[src/rtl/cpu_trace_buffer.sv]
// Execution-trace capture buffer: snapshots NCH CPU channels with a timestamp into DEPTH records.
// Latency: a record written on one edge is readable from the next edge; readout gives one record per cycle.
// Backpressure: rd_data/rd_valid hold while rd_ready is low; count only drops on a handshake.
//
// Ports:
//   clk, rst            single clock, synchronous active-high reset
//   ch_data, sample_en  watched channels (channel 0 in LSBs) and capture strobe
//   mode, arm           0 = stop-on-full, 1 = circular with trigger; arm starts a capture from IDLE
//   trig_in, post_cnt   trigger (circular mode, ARMED only) and post-trigger sample count
//   abort               back to IDLE from any state
//   rd_data/valid/ready oldest record {timestamp, ch_data} and its handshake
//   count, overflow     records held; sticky overwrite flag (cleared on arm)
//   done, state         readout phase flag; IDLE=0, ARMED=1, POST=2, DONE=3
module cpu_trace_buffer #(
    parameter int WIDTH  = 16,
    parameter int NCH    = 4,
    parameter int DEPTH  = 8,
    parameter int ADDR_W = 3,
    parameter int TS_W   = 16
) (
    input  logic                      clk,
    input  logic                      rst,
    input  logic [NCH*WIDTH-1:0]      ch_data,
    input  logic                      sample_en,
    input  logic                      mode,
    input  logic                      arm,
    input  logic                      trig_in,
    input  logic [ADDR_W-1:0]         post_cnt,
    input  logic                      abort,
    output logic [TS_W+NCH*WIDTH-1:0] rd_data,
    output logic                      rd_valid,
    input  logic                      rd_ready,
    output logic [ADDR_W:0]           count,
    output logic                      overflow,
    output logic                      done,
    output logic [1:0]                state
);

    localparam int REC_W = TS_W + NCH*WIDTH;
    localparam logic [ADDR_W:0] CNT_FULL = (ADDR_W+1)'(DEPTH);
    localparam logic [ADDR_W:0] CNT_LAST = (ADDR_W+1)'(DEPTH-1);
    localparam logic [ADDR_W:0] CNT_ONE  = (ADDR_W+1)'(1);
    localparam logic [ADDR_W-1:0] REM_ONE = ADDR_W'(1);

    typedef enum logic [1:0] {
        S_IDLE  = 2'd0,
        S_ARMED = 2'd1,
        S_POST  = 2'd2,
        S_DONE  = 2'd3
    } state_t;

    state_t            state_q;
    state_t            state_d;
    logic [TS_W-1:0]   ts;
    logic [ADDR_W-1:0] wr_ptr;
    logic [ADDR_W-1:0] rd_ptr;
    logic [ADDR_W-1:0] remaining;
    logic              mode_q;
    logic              arm_acc;
    logic              wr_en;
    logic              trig_acc;
    logic              pop;
    logic              full;
    logic [REC_W-1:0]  mem [DEPTH];

    // Oldest record sits count entries behind the write pointer; when full the
    // low bits of count are zero so rd_ptr == wr_ptr, which is the oldest slot.
    assign rd_ptr = wr_ptr - count[ADDR_W-1:0];
    assign full   = (count == CNT_FULL);
    assign state  = state_q;

    // State register
    always_ff @(posedge clk) begin
        if (rst) begin
            state_q <= S_IDLE;
        end else begin
            state_q <= state_d;
        end
    end

    // Next-state logic
    always_comb begin
        state_d = state_q;
        if (abort) begin
            state_d = S_IDLE;
        end else begin
            unique case (state_q)
                S_IDLE: begin
                    if (arm_acc) state_d = S_ARMED;
                end
                S_ARMED: begin
                    if (!mode_q) begin
                        // the write that fills the last free slot ends the capture
                        if (wr_en && count == CNT_LAST) state_d = S_DONE;
                    end else if (trig_in) begin
                        state_d = (post_cnt == '0) ? S_DONE : S_POST;
                    end
                end
                S_POST: begin
                    if (wr_en && remaining == REM_ONE) state_d = S_DONE;
                end
                S_DONE: begin
                    if (pop && count == CNT_ONE) state_d = S_IDLE;
                end
                default: state_d = S_IDLE;
            endcase
        end
    end

    // Output / strobe logic
    always_comb begin
        arm_acc  = (state_q == S_IDLE) && arm && !abort;
        wr_en    = sample_en && !abort && (state_q == S_ARMED || state_q == S_POST);
        trig_acc = (state_q == S_ARMED) && mode_q && trig_in && !abort;
        done     = (state_q == S_DONE);
        rd_valid = done && (count != '0);
        pop      = rd_valid && rd_ready && !abort;
        rd_data  = rd_valid ? mem[rd_ptr] : '0;
    end

    // Control datapath
    always_ff @(posedge clk) begin
        if (rst) begin
            ts        <= '0;
            count     <= '0;
            wr_ptr    <= '0;
            remaining <= '0;
            overflow  <= 1'b0;
            mode_q    <= 1'b0;
        end else begin
            // restart the timebase so the first ARMED cycle stamps zero
            ts <= arm_acc ? '0 : ts + 1'b1;

            // the trigger sample itself is not part of the post-trigger count
            if (trig_acc) begin
                remaining <= post_cnt;
            end else if (wr_en && state_q == S_POST) begin
                remaining <= remaining - 1'b1;
            end

            if (abort) begin
                count <= '0;
            end else if (arm_acc) begin
                count    <= '0;
                wr_ptr   <= '0;
                overflow <= 1'b0;
                mode_q   <= mode;
            end else begin
                if (wr_en) begin
                    wr_ptr <= wr_ptr + 1'b1;
                    if (full) begin
                        overflow <= 1'b1;
                    end else begin
                        count <= count + 1'b1;
                    end
                end
                if (pop) begin
                    count <= count - 1'b1;
                end
            end
        end
    end

    // Record storage
    always_ff @(posedge clk) begin
        if (wr_en) begin
            mem[wr_ptr] <= {ts, ch_data};
        end
    end

endmodule

[config.mk]
export PLATFORM = sky130hd
export DESIGN_NAME = cpu_trace_buffer
export DESIGN_NICKNAME = d
export VERILOG_FILES = /design/src/rtl/cpu_trace_buffer.sv
export SDC_FILE = /design/constraint.sdc
export NUM_CORES = 1
export LEC_CHECK = 0
export BUFFER_PORTS_ARGS = -buffer_cell sky130_fd_sc_hd__buf_4
export CORE_MARGIN = 2
export CORE_UTILIZATION = 50
export CTS_CLUSTER_DIAMETER = 120
export CTS_CLUSTER_SIZE = 30
export DETAILED_ROUTE_END_ITERATION = 8
export PLACE_DENSITY = 0.68
export SYNTH_ARGS = -nofsm -noshare
export SYNTH_HDL_FRONTEND = slang
export SYNTH_SLANG_ARGS = --single-unit
[constraint.sdc]
create_clock -name clk -period 25.8 [get_ports clk]
set_input_delay 1.29 -clock clk [delete_from_list [all_inputs] [get_ports clk]]
set_output_delay 1.29 -clock clk [all_outputs]
set_load 0.05 [all_outputs]
# Word-level counts from Yosys, hierarchy flattened
# Memories as Yosys holds them, arrays and structs flattened.
# Cells that the tools add are included.
# W data, S select, Z words.
[classes]
add_sub_neg = 6
n_eq_ne = 13
mux = 21
bitwise_logic = 1
reduce_logical = 31
[ops]
columns = ["cell", "n"]
rows = [
  ["$mux W80", 1],
  ["$add A16 B1 Y16 const B", 1],
  ["$logic_and A1 B1 Y1", 14],
  ["$mux W2", 6],
  ["$mux W3", 4],
  ["$mux W4", 3],
  ["$pmux W2 S4", 1],
  ["$reduce_bool A2 Y1", 4],
  ["$mux W1", 6],
  ["$ne A2 B2 Y1 const B", 3],
  ["$ne A3 B3 Y1 const B", 2],
  ["$reduce_and A2 Y1", 3],
  ["$reduce_and A5 Y1", 1],
  ["$add A4 B1 Y4 const B", 1],
  ["$eq A2 B2 Y1 const B", 2],
  ["$eq A4 B1 Y1 const B", 1],
  ["$eq A4 B3 Y1 const B", 1],
  ["$eq A4 B4 Y1 const B", 1],
  ["$reduce_bool A4 Y1", 1],
  ["$reduce_or A2 Y1", 2],
  ["$sub A4 B1 Y4 const B", 1],
  ["$add A3 B1 Y3 const B", 1],
  ["$eq A3 B1 Y1 const B", 1],
  ["$logic_not A3 Y1", 1],
  ["other kinds (10)", 10],
]
[word_totals]
ff_bits = 30
ramBits = 640
inputBits = 75
output_inout_bits = 89
wordCells = 80
memories = 1
[memory_table]
columns = ["memory", "depth", "width", "rd", "rd_clocked_by_memory_dff", "write_ports", "line", "text"]
rows = [
  ["mem", 8, 80, 1, 0, 1, "64", "logic [REC_W-1:0] mem [DEPTH];"],
]

# Longest topological paths before layout
# Gate-level depths: netlist of run 1.
[logic_depth]
word_depth = 7
ltp_mapped = 10
ltp_nobuf = 8

# Worst setup path before layout of run 1
# Ideal clock, no wire load.
[synth_path]
path_type = "input port to flip-flop"
from = "input port abort"
to = "memory mem[0][0] in the netlist's numbering, enable pin"
setup_ns = 0.716
arrival_ns = 9.138
required_ns = 25.084
setup_slack_ns = 15.946
stages = 2
n_path_buf = 0
cell_sequence = "nand3b_1 nor4_1"
[synth_via]
elab_chain_len = 5
[synth_rtl]
columns = ["item", "line", "text"]
rows = [
  ["from (decl)", "29", "input logic abort,"],
  ["$logic_not A1 Y1", "113", "wr_en = sample_en && !abort && (state_q == S_ARMED || state_q == S_POST);"],
  ["$logic_and A1 B1 Y1 (2 in series)", "113", ""],
  ["$mux W1", "166", "if (wr_en) begin"],
  ["$mux W1 (implied by the code)", "167", "mem[wr_ptr] <= {ts, ch_data};"],
  ["to (decl)", "64", ""],
]
# No other way between the ends.

# Final worst setup path of run 1
[layout_path]
from = "register count[0]"
to = "output port rd_data[54]"
[layout_via]
elab_chain_len = 3
elab_cells_between_ends = 5
cone_classes = "1 x add/sub; 1 x mux; 2 x reduce/logical; 1 x memory"
[layout_rtl]
columns = ["item", "line", "text"]
rows = [
  ["from (decl)", "33", "output logic [ADDR_W:0] count,"],
  ["from (signal assigned)", "154", "count <= count + 1'b1;"],
  ["from (signal assigned)", "158", "count <= count - 1'b1;"],
  ["$sub A3 B3 Y3 / $reduce_bool A4 Y1 (equally long branches)", "68, 116", ""],
  ["$mem_v2 Z8 W80 / $logic_and A1 B1 Y1 (equally long branches)", "n/a", ""],
  ["$mux W80 *", "118", "rd_data = rd_valid ? mem[rd_ptr] : '0;"],
  ["to (decl)", "30", "output logic [TS_W+NCH*WIDTH-1:0] rd_data,"],
]
# Every way passes the cells marked *; elsewhere a longest branch is shown, timed or not.

==> results of run 1 <==
-- cells in the final DEF, fill, tap and decap left out, types with 2 or more instances in the layout --
cell type and count:
edfxtp_1 640, buf_4 189, nand2_1 184, mux4_2 160, a21oi_1 88, dfxtp_1 30, clkbuf_16 27, nor2_1 25
clkbuf_1 20, inv_1 16, xnor2_1 12, ha_1 12, nand3_1 11, mux2i_1 6, nand2b_1 5, xor2_1 5
nor3_2 4, nand4_1 4, nor4_1 4, nor3_1 4, nor2_4 3, nand3b_1 3, and3_1 3, xnor2_4 2
a211oi_1 2
-- sequential cells by signal, summed over array words and instances (netlist names) --
signal and cells:
wr_ptr 3, ts 16, overflow 1, count 4, mem 640, mode_q 1, remaining 3, state 2
-- synth_stat cells (11+ instances only) --
cell	n	area, µm²
nand2_1	184	690.7
a21oi_1	88	440.4
mux4_2	160	3603
xnor2_1	12	105.1
buf_2	19	95.09
clkbuf_1	33	123.9
dfxtp_1	30	600.6
inv_1	16	60.06
nor2_1	28	105.1
ha_1	13	162.7
edfxtp_1	640	19220
nand3_1	11	55.05
-- logic make-up after synthesis --
| family | after synthesis | synth area share |
|---|---|---|
| flops | 670 | 0.7643 |
| simple gates | 257 | 0.04106 |
| mux | 167 | 0.1417 |
| compound gates | 101 | 0.02181 |
| buf+inv | 81 | 0.01554 |
| xor+xnor | 20 | 0.008493 |
| fa+ha+maj | 14 | 0.007045 |
-- metal layers --
layer	vias to the layer above	global-route usage	wire, µm	part of all wire
met5	-	0	0	0
met4	0	0.04207	922	0.017
met3	48	0.02333	2690	0.051
met2	313	0.3386	26560	0.50
met1	6708	0.2789	22580	0.43
li1	5494	-	-	-
-- how the worst max path moves through the flow --
stage	startpoint	to	slack [ns]
after floorplan	abort	mem[0][0]$_DFFE_PP_	15.95
after global placement	count[0]$_SDFFE_PP0P_	rd_data[78]	20.55
after detailed placement	count[0]$_SDFFE_PP0P_	rd_data[78]	20.54
after CTS	count[0]$_SDFFE_PP0P_	rd_data[78]	19.86
after global routing	count[0]$_SDFFE_PP0P_	rd_data[54]	19.67
final	count[0]$_SDFFE_PP0P_	rd_data[54]	19.94
-- power breakdown --
part | leakage [nW] | internal, W | switching, W | total (W)
registers | 6.03 | 0.00119 | 0.00000181 | 0.00119
logic | 2.88 | 0.0000185 | 0.0000227 | 0.0000413
clock network | 0.366 | 0.000202 | 0.000304 | 0.000506
-- cell type report --
cell class	count	share of cell area
clock buffers	47	0.02614
flip-flops and latches	670	0.6900
inverters	16	0.002091
diodes	1	0.00008713
clock inverters	1	0.0006970
well taps	680	0.02962
repair buffers	189	0.04940
multi-input cells	559	0.2019
-- metrics by stage --
step / total power, W / utilization / worst slack, ns / area, µm² / hold slack, ns
floorplan: 0.001234 / - / 15.95 / 25930 / 0.4815
global placement: 0.001255 / 0.5448 / 20.55 / 27950 / 0.5086
detailed placement: 0.001256 / 0.5448 / 20.54 / 27950 / 0.5059
CTS: 0.001754 / 0.5598 / 19.86 / 28720 / 0.5241
global route: 0.001789 / 0.5599 / 19.67 / 28720 / 0.5401
finish: 0.001737 / 0.5599 / 19.94 / 28720 / 0.5280
-- worst max-delay path: cells and delay by family (launching register included) --
kind                     cells  cell delay (ns)
AO/OA/AOI/OAI                1             0.39
adder cells (fa/ha/maj)      2             1.45
buffers and inverters        3             1.13
flip-flops                   1             0.55
multiplexers                 1             0.35
AND/OR/NAND/NOR              1             0.05
==> run_results.csv, run 1 <==
group,metric,value,unit
run_status,status,"complete, no violations",
grt,track_usage,0.1984,
critical_path,critPathMaxFanout,58,
placed_design,gp_congestion,0.7109,
power_and_ir_drop,leakagePower,9.275,nW
sta,fin_crit_sh,0.2271,
power_and_ir_drop,power.density,60.47,mW/mm²
critical_path,worst_setup_path_start_kind,"flop",
die,die_w,231.7,µm
sta,slew_viol_final,0,
finish,num-fill-cells,3947,
finish,multiInputGateArea,0.005799,mm²
finish,regArea,0.01982,mm²
power_and_ir_drop,vdd_drop_max,0.00004720,V
sta,relSlewSlack,0.2743,
die,start_util,0.5054,
grt,grt_pass1_wl,79260,µm
sta,post-route-min-period,5.859,ns
die,die-area,0.05370,mm²
die,rows,83,
logic_synthesis,async_flop_share,0,
logic_synthesis,syn_inst,1310,
cts,htree_levels,1,
hold_path,holdPathEnd,"overflow$_SDFFE_PP0P_",
detailed_routing,drc,0,
detailed_routing,drtAntennaViolNets,0,
cts,clock_sinks,670,
critical_path,cpMostUsedCell,"buf_4",
logic_synthesis,synth_edf_count,640,
cts,clk_latency,0.60,ns
flow_run,cap_violations,0,
hold_path,min_from,"overflow$_SDFFE_PP0P_",
sta,setup_viol,0,
logic_synthesis,ys.flop_type,"edfxtp_1",
finish,final-instance-count-excl-fill,2163,
logic_synthesis,yosysSeqAreaShare,0.7643,
cts,cts_tree,"built",
cts,cts-buffers-inserted,26,
die,coreArea,0.05130,mm²
die,pin_count,164,
detailed_routing,wl_per_cell,24.39,µm
critical_path,r2r_cells,7,
sta,setup_tns,0,ns
critical_path,critical-path-max-stage-delay,1.27,ns
grt,grt_remaining_overflow,0,
critical_path,crit_type,"reg -> out",
critical_path,reg2reg_from,"state[0]$_SDFFE_PP0P_",
logic_synthesis,ys_warn_count,0,
finish,drive_gt1_frac,0.2665,
critical_path,slowest_stage,"fa_4",
hold_path,holdPathStages,2,
detailed_routing,routed_via_density,5.808,
logic_synthesis,synth_nets,1399,
hold_path,hp-class,"reg -> reg",
placed_design,dp_cells,2114,
cts,path_clk_slew,0.11,ns
cts,cts_root_buffer,"clkbuf_16",
sta,tightest_slew,1.089,ns
finish,area_growth,10.77,%
cts,cts_max_path_buffers,3,
critical_path,worstPathRequired,24.51,ns
critical_path,rrSetupSlack,21.92,ns
logic_synthesis,synth-seq-cells,670,
finish,nets,1551,
logic_synthesis,syn_area,0.02593,mm²
critical_path,cp_cell_sequence,"ha_4 > inv_1 > fa_4 > buf_4 > mux4_2 > nand2_1 > a21oi_1 > buf_4",
detailed_routing,vias,12563,
cts,post_cts_resized,0,
cts,post-cts-setup-buffer-count,0,
logic_synthesis,syn_area_per_cell,19.79,µm²
detailed_routing,wl,52760,µm
critical_path,cp-end-kind,"output pin",
sta,finalHoldViolations,0,
sta,fmax,170.7,MHz
sta,rsz0062_at_grt,"false",
detailed_routing,drtIter0Drc,1031,
critical_path,cp.arrival,4.57,ns
die,die_h,231.7,µm
placed_design,portBuffers,163,
sta,fin_skew,0.03133,ns
grt,grt_max_degree,61,
cts,cts_hold_buf,0,
placed_design,dp_hpwl,28020,µm
grt,grt_pass1_vias,13121,
critical_path,worstReg2RegEnd,"mem[7][37]$_DFFE_PP_",
detailed_routing,drt-pass1-iter-count,4,
grt,antenna_found_initial,1,
logic_synthesis,ys_types,46,
(Power assumes the default switching activity.)
==> run 2, diff against run 1 <==
--- a/config.mk
+++ b/config.mk
@@ -5,6 +5,7 @@
 export SDC_FILE = /design/constraint.sdc
 export NUM_CORES = 1
 export LEC_CHECK = 0
+export ABC_AREA = 1
 export BUFFER_PORTS_ARGS = -buffer_cell sky130_fd_sc_hd__buf_4
 export CORE_MARGIN = 2
 export CORE_UTILIZATION = 50
==> constraint.sdc (replaced) <==
create_clock -name clk -period 5.65 [get_ports clk]
set_input_delay 0.2825 -clock clk [delete_from_list [all_inputs] [get_ports clk]]
set_output_delay 0.2825 -clock clk [all_outputs]
set_load 0.05 [all_outputs]
==> run 2 against run 1 <==
Clock power increased to 4.7 times the previous value. Sequential power increased to 4.6 times the previous value. Non-clock buffer count increased by 73. Critical path depth increased by 2. Design area increased by 5.2%. Count of clock-buffer cells in the layout unchanged.
==> run_results.csv, run 2 <==
group,metric,value,unit
run_status,status,"complete, no violations",
die,pin_count,164,
critical_path,crit_type,"reg -> out",
die,coreArea,0.05276,mm²
die,die-area,0.05547,mm²
power_and_ir_drop,power.total,0.008294,W
sta,fin_crit_sh,0.8004,
logic_synthesis,yosys.area.top_type,"edfxtp_1",
finish,largest-register,"mem",
cts,path_clk_slew,0.12,ns
critical_path,cp_cell_sequence,"ha_4 > inv_1 > fa_4 > inv_4 > buf_4 > o21ai_0 > o22ai_1 > nor2_1 > nor2_1 > buf_4",
detailed_routing,wl,60890,µm
logic_synthesis,syn_area,0.02680,mm²
grt,grt_remaining_overflow,0,
placed_design,portBuffers,163,
logic_synthesis,async_flop_share,0,
logic_synthesis,yosysSeqAreaShare,0.7395,
critical_path,cp_top_family,"buffers and inverters",
sta,fin_skew,0.02944,ns
sta,setup_tns,0,ns
critical_path,critical-path-max-stage-delay,0.77,ns
cts,cts_max_path_buffers,3,
finish,final_core_util,0.5727,
flow_run,cap_violations,0,
power_and_ir_drop,leakagePower,10.26,nW
finish,area_growth,12.74,%
sta,finalHoldViolations,0,
detailed_routing,vias,17302,
logic_synthesis,ys_types,27,
logic_synthesis,yosys.area.top_type_share,0.7171,
die,rows,84,
critical_path,worst_setup_path_start_kind,"flop",
cts,post-cts-setup-buffer-count,0,
critical_path,slowest_stage,"inv_4",
cts,cts-buffers-inserted,26,
grt,grt_max_degree,210,
grt,track_usage,0.2158,
sta,rsz0062_at_grt,"false",
logic_synthesis,syn_inst,2241,
finish,nets,2487,
logic_synthesis,synth.most_common_cell,"nor2_1",
detailed_routing,drt-pass1-iter-count,6,
die,start_util,0.5080,
logic_synthesis,ys.flop_type,"edfxtp_1",
detailed_routing,wl_per_cell,19.60,µm
critical_path,critPathMaxFanout,81,
finish,final_cell_mix,"nor2_1 (681), edfxtp_1 (640), o21ai_0 (316), buf_4 (182), nand2_1 (127)",
finish,largest_reg_flops,640,
cts,cts_root_buffer,"clkbuf_16",
power_and_ir_drop,power.density,274.5,mW/mm²
grt,grt_pass1_wl,94750,µm
die,die_h,235.5,µm
grt,antenna_found_initial,2,
critical_path,rrSetupSlack,2.23,ns
critical_path,cp-end-kind,"output pin",
detailed_routing,drc,0,
cts,clk_latency,0.61,ns
logic_synthesis,synth_top_cells_by_area,"edfxtp_1 (72%), nor2_1 (9.6%), o21ai_0 (5.9%)",
power_and_ir_drop,vdd_drop_max,0.0002285,V
detailed_routing,drtAntennaViolNets,0,
sta,setup_viol,0,
finish,antenna_cells,0,
sta,relSlewSlack,0.2077,
cts,clock_sinks,670,
detailed_routing,drtIter0Drc,1754,
sta,slew_viol_final,0,
placed_design,dp_hpwl,31870,µm
critical_path,path_buf_inv,4,
detailed_routing,routed_via_density,5.571,
hold_path,hp-class,"in -> reg",
grt,grt_pass1_vias,16949,
logic_synthesis,synth_nets,2330,
cts,htree_levels,1,
logic_synthesis,yosys-top-cells-count,"nor2_1 (687), edfxtp_1 (640), o21ai_0 (316)",
cts,cts_tree,"built",
sta,fmax,221.1,MHz
placed_design,gp_congestion,0.7628,
finish,reg_top3,"mem x640, ts x16, count x4",
logic_synthesis,synth-seq-cells,670,
sta,tightest_slew,1.188,ns
logic_synthesis,syn_area_per_cell,11.96,µm²
finish,drive_gt1_frac,0.09884,
logic_synthesis,ys_warn_count,0,
critical_path,worstPathRequired,5.37,ns
critical_path,cp.arrival,4.24,ns
die,die_w,235.5,µm
logic_synthesis,synth_edf_count,640,
finish,layout_commonest_cell,"nor2_1",
sta,post-route-min-period,4.523,ns
run 2: cell types whose count changed after synthesis, sizes merged, moves of 6 or more:
cell | previous run | this run
nand2 | 184 | 127
clkbuf | 33 | 62
buf | 32 | 71
nor2 | 28 | 688
nand3 | 11 | 100
o22ai | 0 | 80
mux4 | 160 | 0
a21oi | 88 | 22
o21ai | 2 | 336
xnor2 | 14 | 2
inv | 16 | 47
mux2i | 6 | 0
run 2: through the flow:
step | instances | cell area (µm²) | hold slack, ns | worst slack [ns]
final | 3106 | 30210 | 0.04325 | 1.128
after global routing | 3106 | 30210 | 0.03528 | 0.8694
after detailed placement | 2988 | 28740 | 0.4710 | 1.785
after floorplan | 2241 | 26810 | 0.3516 | 0.1092
after global placement | 2988 | 28740 | 0.4650 | 1.837
after CTS | 3106 | 30210 | 0.02720 | 1.122
run 2: final cells by class:
class / instances / area, µm²
Inverter: 47 / 186.4
Multi-Input combinational cell: 1391 / 6310
Sequential cell: 670 / 19820
Tap cell: 688 / 860.8
Fill cell: 4248 / 22550
Timing Repair Buffer: 262 / 2267
Clock buffer: 47 / 750.7
Clock inverter: 1 / 20.02
run 2: final timing paths:
check                                            from                     to  cells after the start
worst max-delay path            count[0]$_SDFFE_PP0P_            rd_data[40]                     10
worst min-delay path                              arm    mode_q$_SDFFE_PP0P_                      3
worst max register to register  state[0]$_SDFFE_PP0P_   mem[6][23]$_DFFE_PP_                      7
worst min register to register  overflow$_SDFFE_PP0P_  overflow$_SDFFE_PP0P_                      2
run 2: per-layer routing:
layer	GRT usage	wire length, µm
met2	0.3634	29950
met4	0.04825	897
met3	0.02885	3863
met5	0	30
met1	0.3017	26150
run 2: kinds of logic (layout without fill, tap and decap cells):
| kind of cell | after synthesis | in the layout | share of synthesized area |
|---|---|---|---|
| AO/OA/AOI/OAI | 439 | 439 | 0.08581 |
| XOR/XNOR | 6 | 6 | 0.002522 |
| adder cells (fa/ha/maj) | 14 | 14 | 0.006816 |
| buffers and inverters | 180 | 357 | 0.02885 |
| flip-flops | 670 | 670 | 0.7395 |
| AND/OR/NAND/NOR | 932 | 932 | 0.1365 |
run 2: what timing repair did:
item	4_1_cts	5_1_grt
hold buffers	70	0
endpoints found under the hold margin	518	0
gates resized for setup	0	0
run 2: worst min-delay path: stages:
cell	delay [ns]
buf_4	0.11
nand3_1	0.13
a21oi_1	0.08
run 2: power breakdown:
part,switching [W],internal [W]
combinational,0.000303,0.000181
sequential,0.0000109,0.00544
clock,0.00144,0.000924
total,0.00175,0.00654
